$ cat src/rtl/il_share_arbiter.sv
// Two-source round-robin front end for a single shared interleaver.
// Frames are issued as one-cycle strokes; an in-order tag queue routes
// each interleaver result back to the source that issued the frame.
module il_share_arbiter #(
    parameter int unsigned W       = 28,
    parameter int unsigned DEPTH   = 4,
    parameter int unsigned GAP     = 0,
    parameter int unsigned TIMEOUT = 64
) (
    input  logic         clk,
    input  logic         rst,
    input  logic         s0_valid,
    output logic         s0_ready,
    input  logic [W-1:0] s0_data,
    input  logic         s1_valid,
    output logic         s1_ready,
    input  logic [W-1:0] s1_data,
    output logic         il_en,
    output logic [W-1:0] il_data,
    input  logic         il_done,
    input  logic [W-1:0] il_result,
    output logic         m0_valid,
    output logic [W-1:0] m0_data,
    output logic         m1_valid,
    output logic [W-1:0] m1_data,
    output logic         busy,
    output logic         err_timeout,
    output logic         err_spurious
);

    localparam int unsigned PW = $clog2(DEPTH);
    localparam int unsigned CW = $clog2(DEPTH + 1);
    localparam int unsigned GW = (GAP > 1) ? $clog2(GAP) : 1;
    localparam int unsigned AW = $clog2(TIMEOUT + 1);

    typedef enum logic {
        ST_IDLE = 1'b0,
        ST_GAP  = 1'b1
    } state_t;

    state_t          state_q, state_d;
    logic [GW-1:0]   gap_q, gap_d;
    logic            rr_last_q;      // 1: source 1 won the last transfer
    logic [CW-1:0]   count_q, count_d;
    logic [PW-1:0]   wr_ptr_q, rd_ptr_q;
    logic [DEPTH-1:0] tag_q;
    logic [AW-1:0]   age_q;

    logic grant_ok, xfer0, xfer1, push, pop, head_tag;

    // Grant only from IDLE with a free slot; a pop this cycle does not count
    assign grant_ok = (state_q == ST_IDLE) && (count_q < CW'(DEPTH));
    assign s0_ready = grant_ok & s0_valid & (~s1_valid | rr_last_q);
    assign s1_ready = grant_ok & s1_valid & (~s0_valid | ~rr_last_q);

    assign xfer0    = s0_valid & s0_ready;
    assign xfer1    = s1_valid & s1_ready;
    assign push     = xfer0 | xfer1;
    assign pop      = il_done & (count_q != '0);
    assign head_tag = tag_q[rd_ptr_q];
    assign count_d  = count_q + CW'(push) - CW'(pop);

    // Issue FSM next state: optional idle gap after every issue
    always_comb begin
        state_d = state_q;
        gap_d   = gap_q;
        case (state_q)
            ST_IDLE: begin
                if (push && (GAP > 0)) begin
                    state_d = ST_GAP;
                    gap_d   = GW'(GAP - 1);
                end
            end
            ST_GAP: begin
                if (gap_q == '0) begin
                    state_d = ST_IDLE;
                end else begin
                    gap_d = gap_q - GW'(1);
                end
            end
            default: state_d = ST_IDLE;
        endcase
    end

    // Issue FSM state register
    always_ff @(posedge clk or negedge rst) begin
        if (!rst) begin
            state_q <= ST_IDLE;
            gap_q   <= '0;
        end else begin
            state_q <= state_d;
            gap_q   <= gap_d;
        end
    end

    // Tag queue, round-robin pointer and oldest-frame age
    always_ff @(posedge clk or negedge rst) begin
        if (!rst) begin
            rr_last_q <= 1'b1;
            count_q   <= '0;
            wr_ptr_q  <= '0;
            rd_ptr_q  <= '0;
            tag_q     <= '0;
            age_q     <= '0;
        end else begin
            count_q <= count_d;
            if (push) begin
                tag_q[wr_ptr_q] <= xfer1;
                wr_ptr_q        <= wr_ptr_q + PW'(1);
                rr_last_q       <= xfer1;
            end
            if (pop) begin
                rd_ptr_q <= rd_ptr_q + PW'(1);
            end
            if (pop || (push && (count_q == '0))) begin
                age_q <= '0;
            end else if ((count_q != '0) && (age_q != AW'(TIMEOUT))) begin
                age_q <= age_q + AW'(1);
            end
        end
    end

    // Registered interleaver strokes, result routing, status and error flags
    always_ff @(posedge clk or negedge rst) begin
        if (!rst) begin
            il_en        <= 1'b0;
            il_data      <= '0;
            m0_valid     <= 1'b0;
            m0_data      <= '0;
            m1_valid     <= 1'b0;
            m1_data      <= '0;
            busy         <= 1'b0;
            err_timeout  <= 1'b0;
            err_spurious <= 1'b0;
        end else begin
            il_en    <= push;
            if (push) begin
                il_data <= xfer1 ? s1_data : s0_data;
            end
            m0_valid <= pop & ~head_tag;
            m1_valid <= pop & head_tag;
            if (pop && !head_tag) begin
                m0_data <= il_result;
            end
            if (pop && head_tag) begin
                m1_data <= il_result;
            end
            busy         <= (count_d != '0) | (state_d == ST_GAP);
            err_timeout  <= err_timeout | (age_q == AW'(TIMEOUT));
            err_spurious <= err_spurious | (il_done & (count_q == '0));
        end
    end

endmodule
$ cat config.mk
export PLATFORM = sky130hd
export DESIGN_NAME = il_share_arbiter
export DESIGN_NICKNAME = d
export VERILOG_FILES = /design/src/rtl/il_share_arbiter.sv
export SDC_FILE = /design/constraint.sdc
export NUM_CORES = 1
export LEC_CHECK = 0
export BUFFER_PORTS_ARGS = -buffer_cell sky130_fd_sc_hd__buf_2
export CAP_MARGIN = 20
export CELL_PAD_IN_SITES_DETAIL_PLACEMENT = 0
export CELL_PAD_IN_SITES_GLOBAL_PLACEMENT = 1
export CORE_MARGIN = 2
export CORE_UTILIZATION = 41
export DETAILED_ROUTE_END_ITERATION = 8
export HOLD_SLACK_MARGIN = 0.02
export PLACE_DENSITY = 0.86
export SLEW_MARGIN = 20
export SYNTH_ARGS = -nofsm -noshare
export SYNTH_HDL_FRONTEND = slang
export SYNTH_SLANG_ARGS = --single-unit
$ cat constraint.sdc
create_clock -name clk -period 4.7 [get_ports clk]
set_input_delay 0.235 -clock clk [delete_from_list [all_inputs] [get_ports clk]]
set_output_delay 0.235 -clock clk [all_outputs]
set_load 0.02 [all_outputs]
## Yosys cells after proc, flatten, opt, wreduce, memory -nomap -nowiden

Index checks and enable logic that the tools add are counted.

| operators by class | value |
|---|---|
| add/sub/neg operators | 6 |
| order comparisons | 4 |
| eq/ne operators | 2 |
| muxes and demuxes | 11 |
| bitwise operators | 21 |
| reductions and logical operators | 12 |

Operators with widths:

| kind | number |
|---|---|
| 2-to-1 mux 28 bit | 1 |
| 2-to-1 mux 7 bit | 2 |
| bitwise AND 1 bit | 10 |
| adder 7 x 1 -> 7 bit (second input constant) | 1 |
| equality test 7 bit (second input constant) | 1 |
| != test 7 bit (second input constant) | 1 |
| logical AND 1 bit | 6 |
| less-than comparator 2 x 3 -> 1 bit (second input constant) | 2 |
| bitwise OR 1 bit | 6 |
| nonzero test 3 bit | 2 |
| 2-to-1 mux 1 bit | 5 |
| inverter 1 bit | 5 |
| adder 2 x 1 -> 2 bit (second input constant) | 2 |
| bitwise mux 4 bit | 1 |
| adder 3 x 1 -> 3 bit | 1 |
| zero test 3 bit | 1 |
| less-than comparator 3 bit (second input constant) | 1 |
| subtractor 3 x 1 -> 3 bit | 1 |
| binary-select mux 1 bit (select 2 bit) | 1 |
| demux 1 bit (select 2 bit) | 1 |
| greater-or-equal comparator 2 x 1 -> 1 bit (second input constant) | 1 |
| nonzero test 2 bit | 1 |
| zero test 1 bit | 1 |
| logical OR 1 bit | 1 |
| subtractor 1 bit (second input constant) | 1 |

| word-level totals | value |
|---|---|
| register bits after elaboration | 111 |
| bits of input ports | 89 |
| output and inout port bits | 92 |
| logic and storage cells | 73 |

## Depth between registers and ports, before layout

| depth | value |
|---|---|
| depth in word-level cells | 10 |
| mapped depth | 11 |
| gate-level depth less buffers | 10 |

## Least setup slack after synthesis

Ideal clock, no wire load.

| timing path | value |
|---|---|
| path type | register to register |
| from | register count_q[1] |
| to | register busy |
| library setup time | 0.131 ns |
| arrival time | 2.258 ns |
| data required time | 4.569 ns |
| slack | 2.310 ns |
| stages on the path, launching flop included | 11 |
| buffers on the path | 0 |
| clock period less this slack | 2.390 ns |
| cell sequence | dfrtp_1 o31ai_4 inv_1 ha_1 inv_1 ha_1 inv_1 fa_1 xnor2_1 xnor2_1 or3_1 |

| on the way | value |
|---|---|
| elaborated cells between the ends (all ways) | 15 |
| those cells by class | 2 x add/sub; 1 x order compare; 9 x bitwise; 3 x reduce/logical |

RTL lines:

| item | RTL line | source |
|---|---|---|
| start, declared | 44 | `logic [CW-1:0] count_q, count_d;` |
| start signal, assigned | 106 | `count_q <= count_d;` |
| nonzero test 3 bit | 59 | `assign pop = il_done & (count_q != '0);` |
| bitwise AND 1 bit | 59 |  |
| net pop | 49 | `logic grant_ok, xfer0, xfer1, push, pop, head_tag;` |
| subtractor 3 x 1 -> 3 bit | 61 | `assign count_d = count_q + CW'(push) - CW'(pop);` |
| net count_d[2] | 44 |  |
| nonzero test 3 bit | 148 | `busy <= (count_d != '0) \| (state_d == ST_GAP);` |
| bitwise OR 1 bit | 148 |  |
| end signal, assigned | 148 |  |
| end, declared | 26 | `output logic busy,` |

The timed path passes the listed nets, and every way through them passes these cells.
A chain may end at the register's enable or synchronous reset.

## Worst setup path after layout

| timing path | value |
|---|---|
| from | register count_q[2] |
| to | register busy |

| on the way | value |
|---|---|
| longest elaborated chain between the ends | 10 |
| elaborated cells between the ends (all ways) | 15 |
| those cells by class | 2 x add/sub; 1 x order compare; 9 x bitwise; 3 x reduce/logical |

RTL lines:

| item | RTL line | source |
|---|---|---|
| less-than comparator 3 bit | 52 | `assign grant_ok = (state_q == ST_IDLE) && (count_q < CW'(DEPTH));` |
| logical AND 1 bit | 52 |  |
| bitwise AND 1 bit (on tied branches) (2 in series) | 53, 54 |  |
| bitwise AND 1 bit (on tied branches) | 56, 57 |  |
| bitwise OR 1 bit | 58 | `assign push = xfer0 \| xfer1;` |
| adder 3 x 1 -> 3 bit | 61 |  |
| subtractor 3 x 1 -> 3 bit (*) | 61 |  |
| net count_d[2] | 44 |  |
| nonzero test 3 bit (*) | 148 |  |
| bitwise OR 1 bit (*) | 148 |  |

The timed path passes the listed nets; every way through them passes the cells marked *.

==> results_dict.tcl <==
set metrics [dict create \
    status "complete, but fails checks" \
    failed_checks "design-rule violations" \
    clk_pin_slew_ns 0.07 \
    grt_usage_pct 17.5 \
    die_w_um 113 \
    cp_cell_sequence "inv_1 -> o21ai_0 -> ha_1 -> inv_1 -> ha_1 -> inv_1 -> fa_1 -> xnor2_1 -> xnor2_1 -> or3_1" \
    max_cap_viol_count 0 \
    place.gp.congestion 0.777 \
    async_flop_share_pct 100 \
    critPathLaunchType "flop" \
    power_density_nw_per_um2 742 \
    max_slew.worst_pin.slew_ns 0.982 \
    critical-path-max-stage-delay_ns 0.66 \
    ys_top_cells_by_count "dfrtp_1, mux2_2, o21ai_0" \
    drive_gt1_share_pct 46.5 \
    ys_ff_latch 109 \
    setup_viol 0 \
    yosys-top-cells-area "dfrtp_1, mux2_2, mux2_4" \
    initialDrtViolationCount 367 \
    synthFlopType "dfrtp_1" \
    wl_per_cell_um 15.8 \
    hold_path_class "input pin to flop" \
    dieArea_um2 12800 \
    finalClockSkew_ns 0.00534 \
    critPathTopFamily "adder cells" \
    grt_max_degree 69 \
    synth_top_cell_by_area "dfrtp_1" \
    clk_latency_ns 0.35 \
    r2r_end "busy$_DFF_PN0_" \
    area_growth_syn_to_layout_pct 25.2 \
    num_io_pins 181 \
    overflow 0 \
    grt_pass1_vias 3762 \
    worstSetupPathType "flop to flop" \
    syn_area_um2 4880 \
    arrival_ns 3.39 \
    h-tree-depth 3 \
    layout_min_cycle_time_ns 3.16 \
    critPathSlowestCell "inv_1" \
    syn_avg_cell_area_um2 12.3 \
    ir_drop_v 0.000309 \
    crit_cells 10 \
    cts_setup_buffers 0 \
    numCtsBuffers 9 \
    min_from "il_result[16]" \
    yosysWarnings 0 \
    cp-end-kind "flop" \
    synth_edf_count 0 \
    seq_area_frac_synth_pct 55.9 \
    static-leakage-power_nw 2.87 \
    ys_types 43 \
    drc_errors 17 \
    slew_headroom_pct 34.4 \
    cts_root_buffer "clkbuf_16" \
    reg2reg_depth 10 \
    yosysMostFrequentCell "dfrtp_1" \
    initial_core_util_pct 42.4 \
    min_to "m1_data[16]$_DFFE_PN0P_" \
    worstPathMaxFanout 29 \
    hold_slack_ns 0.128 \
    setup_tns_ns 0 \
    yosys.area.top_type_share_pct 55.3 \
    vias_per_cell 5.37 \
    hold_violations 0 \
    rsz0062_at_grt "false" \
    clock_path_buffers 2 \
    crit-reg2reg-launch "count_q[2]$_DFF_PN0_" \
    fmax_mhz 316 \
    drtAntennaViolNets 0 \
    dp_hpwl_um 7890 \
    synth_cells 398 \
    via_count 3809 \
    syn_nets 496 \
    min_path_cells 2 \
    cts_sinks 109 \
    worst_path_most_repeated_cell "inv_1" \
    port_buffers 180 \
    cts_tree "yes" \
    firstDrtPassIters 7 \
    slew_viol_final 0 \
    core_area_um2 11500 \
    finalWirelength_um 11200 \
    cp_num_buf_inv 3 \
    die_y_um 113 \
    grt_pass1_wl_um 18000 \
    fp-row-count 39 \
    r2r_slack_ns 1.54 \
    nNetsFinal 659 \
    required_ns 4.93 \
    fillers 995 \
    fin_crit_sh_pct 67.3 \
    antenna_cells 0 \
    antenna_found_initial 0 \
]
[layer usage]
| layer | share of wire, % | global-route usage, % | wire length [µm] | vias up |
|---|---|---|---|---|
| li1 | - | - | - | 1787 |
| met1 | 43 | 22.1 | 4850 | 1818 |
| met2 | 46 | 28.3 | 5120 | 190 |
| met3 | 9.9 | 6.59 | 1120 | 14 |
| met4 | 1.3 | 4.80 | 150 | 0 |
| met5 | 0 | 0 | 0 | - |
[placed cells by master, fill, tap and decap left out, drive strengths merged, types with 8 or more instances in the layout]
master   instances
o2111ai         28
nand2           11
buf            183
o21ai           32
inv             14
clkbuf          11
dfrtp          108
a31oi           28
nor2            31
mux2            58
ha               8
[worst max path at each step]
stage                         startpoint             end  slack, ns
floorplan           count_q[1]$_DFF_PN0_  busy$_DFF_PN0_       2.31
global placement    count_q[2]$_DFF_PN0_  busy$_DFF_PN0_       1.69
detailed placement  count_q[2]$_DFF_PN0_  busy$_DFF_PN0_       1.54
CTS                 count_q[2]$_DFF_PN0_  busy$_DFF_PN0_       1.53
global route        count_q[2]$_DFF_PN0_  busy$_DFF_PN0_       1.30
finish              count_q[2]$_DFF_PN0_  busy$_DFF_PN0_       1.54
[sequential cells by signal, indices dropped and copies added, names as in the netlist]
signal        count
il_data          28
m0_data          28
m1_data          28
age_q             7
tag_q             4
count_q           3
rd_ptr_q          2
wr_ptr_q          2
busy              1
err_spurious      1
err_timeout       1
il_en             1
m0_valid          1
m1_valid          1
rr_last_q         1
[report_power, final]
group          total, W  switching (W)  leakage (nW)  internal, W
Clock          0.000728       0.000350         0.139     0.000378
Sequential      0.00166       0.000258          1.28      0.00140
Combinational   0.00215        0.00126          1.44     0.000888
Total           0.00454        0.00187          2.87      0.00266
[kinds of logic (layout without fill, tap and decap cells)]
family	Yosys count	in the layout	share of synthesized area (%)
fa+ha+maj	9	9	2.46
buf+inv	47	215	4.79
simple gates	61	61	5.69
flops	109	109	55.9
mux	60	60	15.4
compound gates	107	107	14.9
xor+xnor	5	5	0.897
[per-stage QoR]
stage / setup WS [ns] / area, µm² / power [W] / cells / utilization, %
after floorplan: 2.31 / 4880 / 0.00322 / 398 / -
after global placement: 1.69 / 5810 / 0.00378 / 691 / 50.5
final: 1.54 / 6110 / 0.00454 / 709 / 53.1
after global routing: 1.30 / 6110 / 0.00485 / 709 / 53.1
after CTS: 1.53 / 6110 / 0.00458 / 708 / 53.0
after detailed placement: 1.54 / 5810 / 0.00384 / 691 / 50.5
[what timing repair did]
| item | 4_1_cts | 5_1_grt |
|---|---|---|
| hold buffers | 1 | 0 |
| endpoints found under the hold margin | 9 | 0 |
| gates resized for setup | 0 | 0 |
[layout make-up]
class	instances	area, µm²	area share (%)
Clock buffer	10	239	3.91
Sequential cell	109	2730	44.6
Timing Repair Buffer	185	941	15.4
Clock inverter	6	47.5	0.778
Multi-Input combinational cell	242	1930	31.5
Tap cell	143	179	2.93
Inverter	14	52.6	0.860
(Power assumes the default switching activity.)
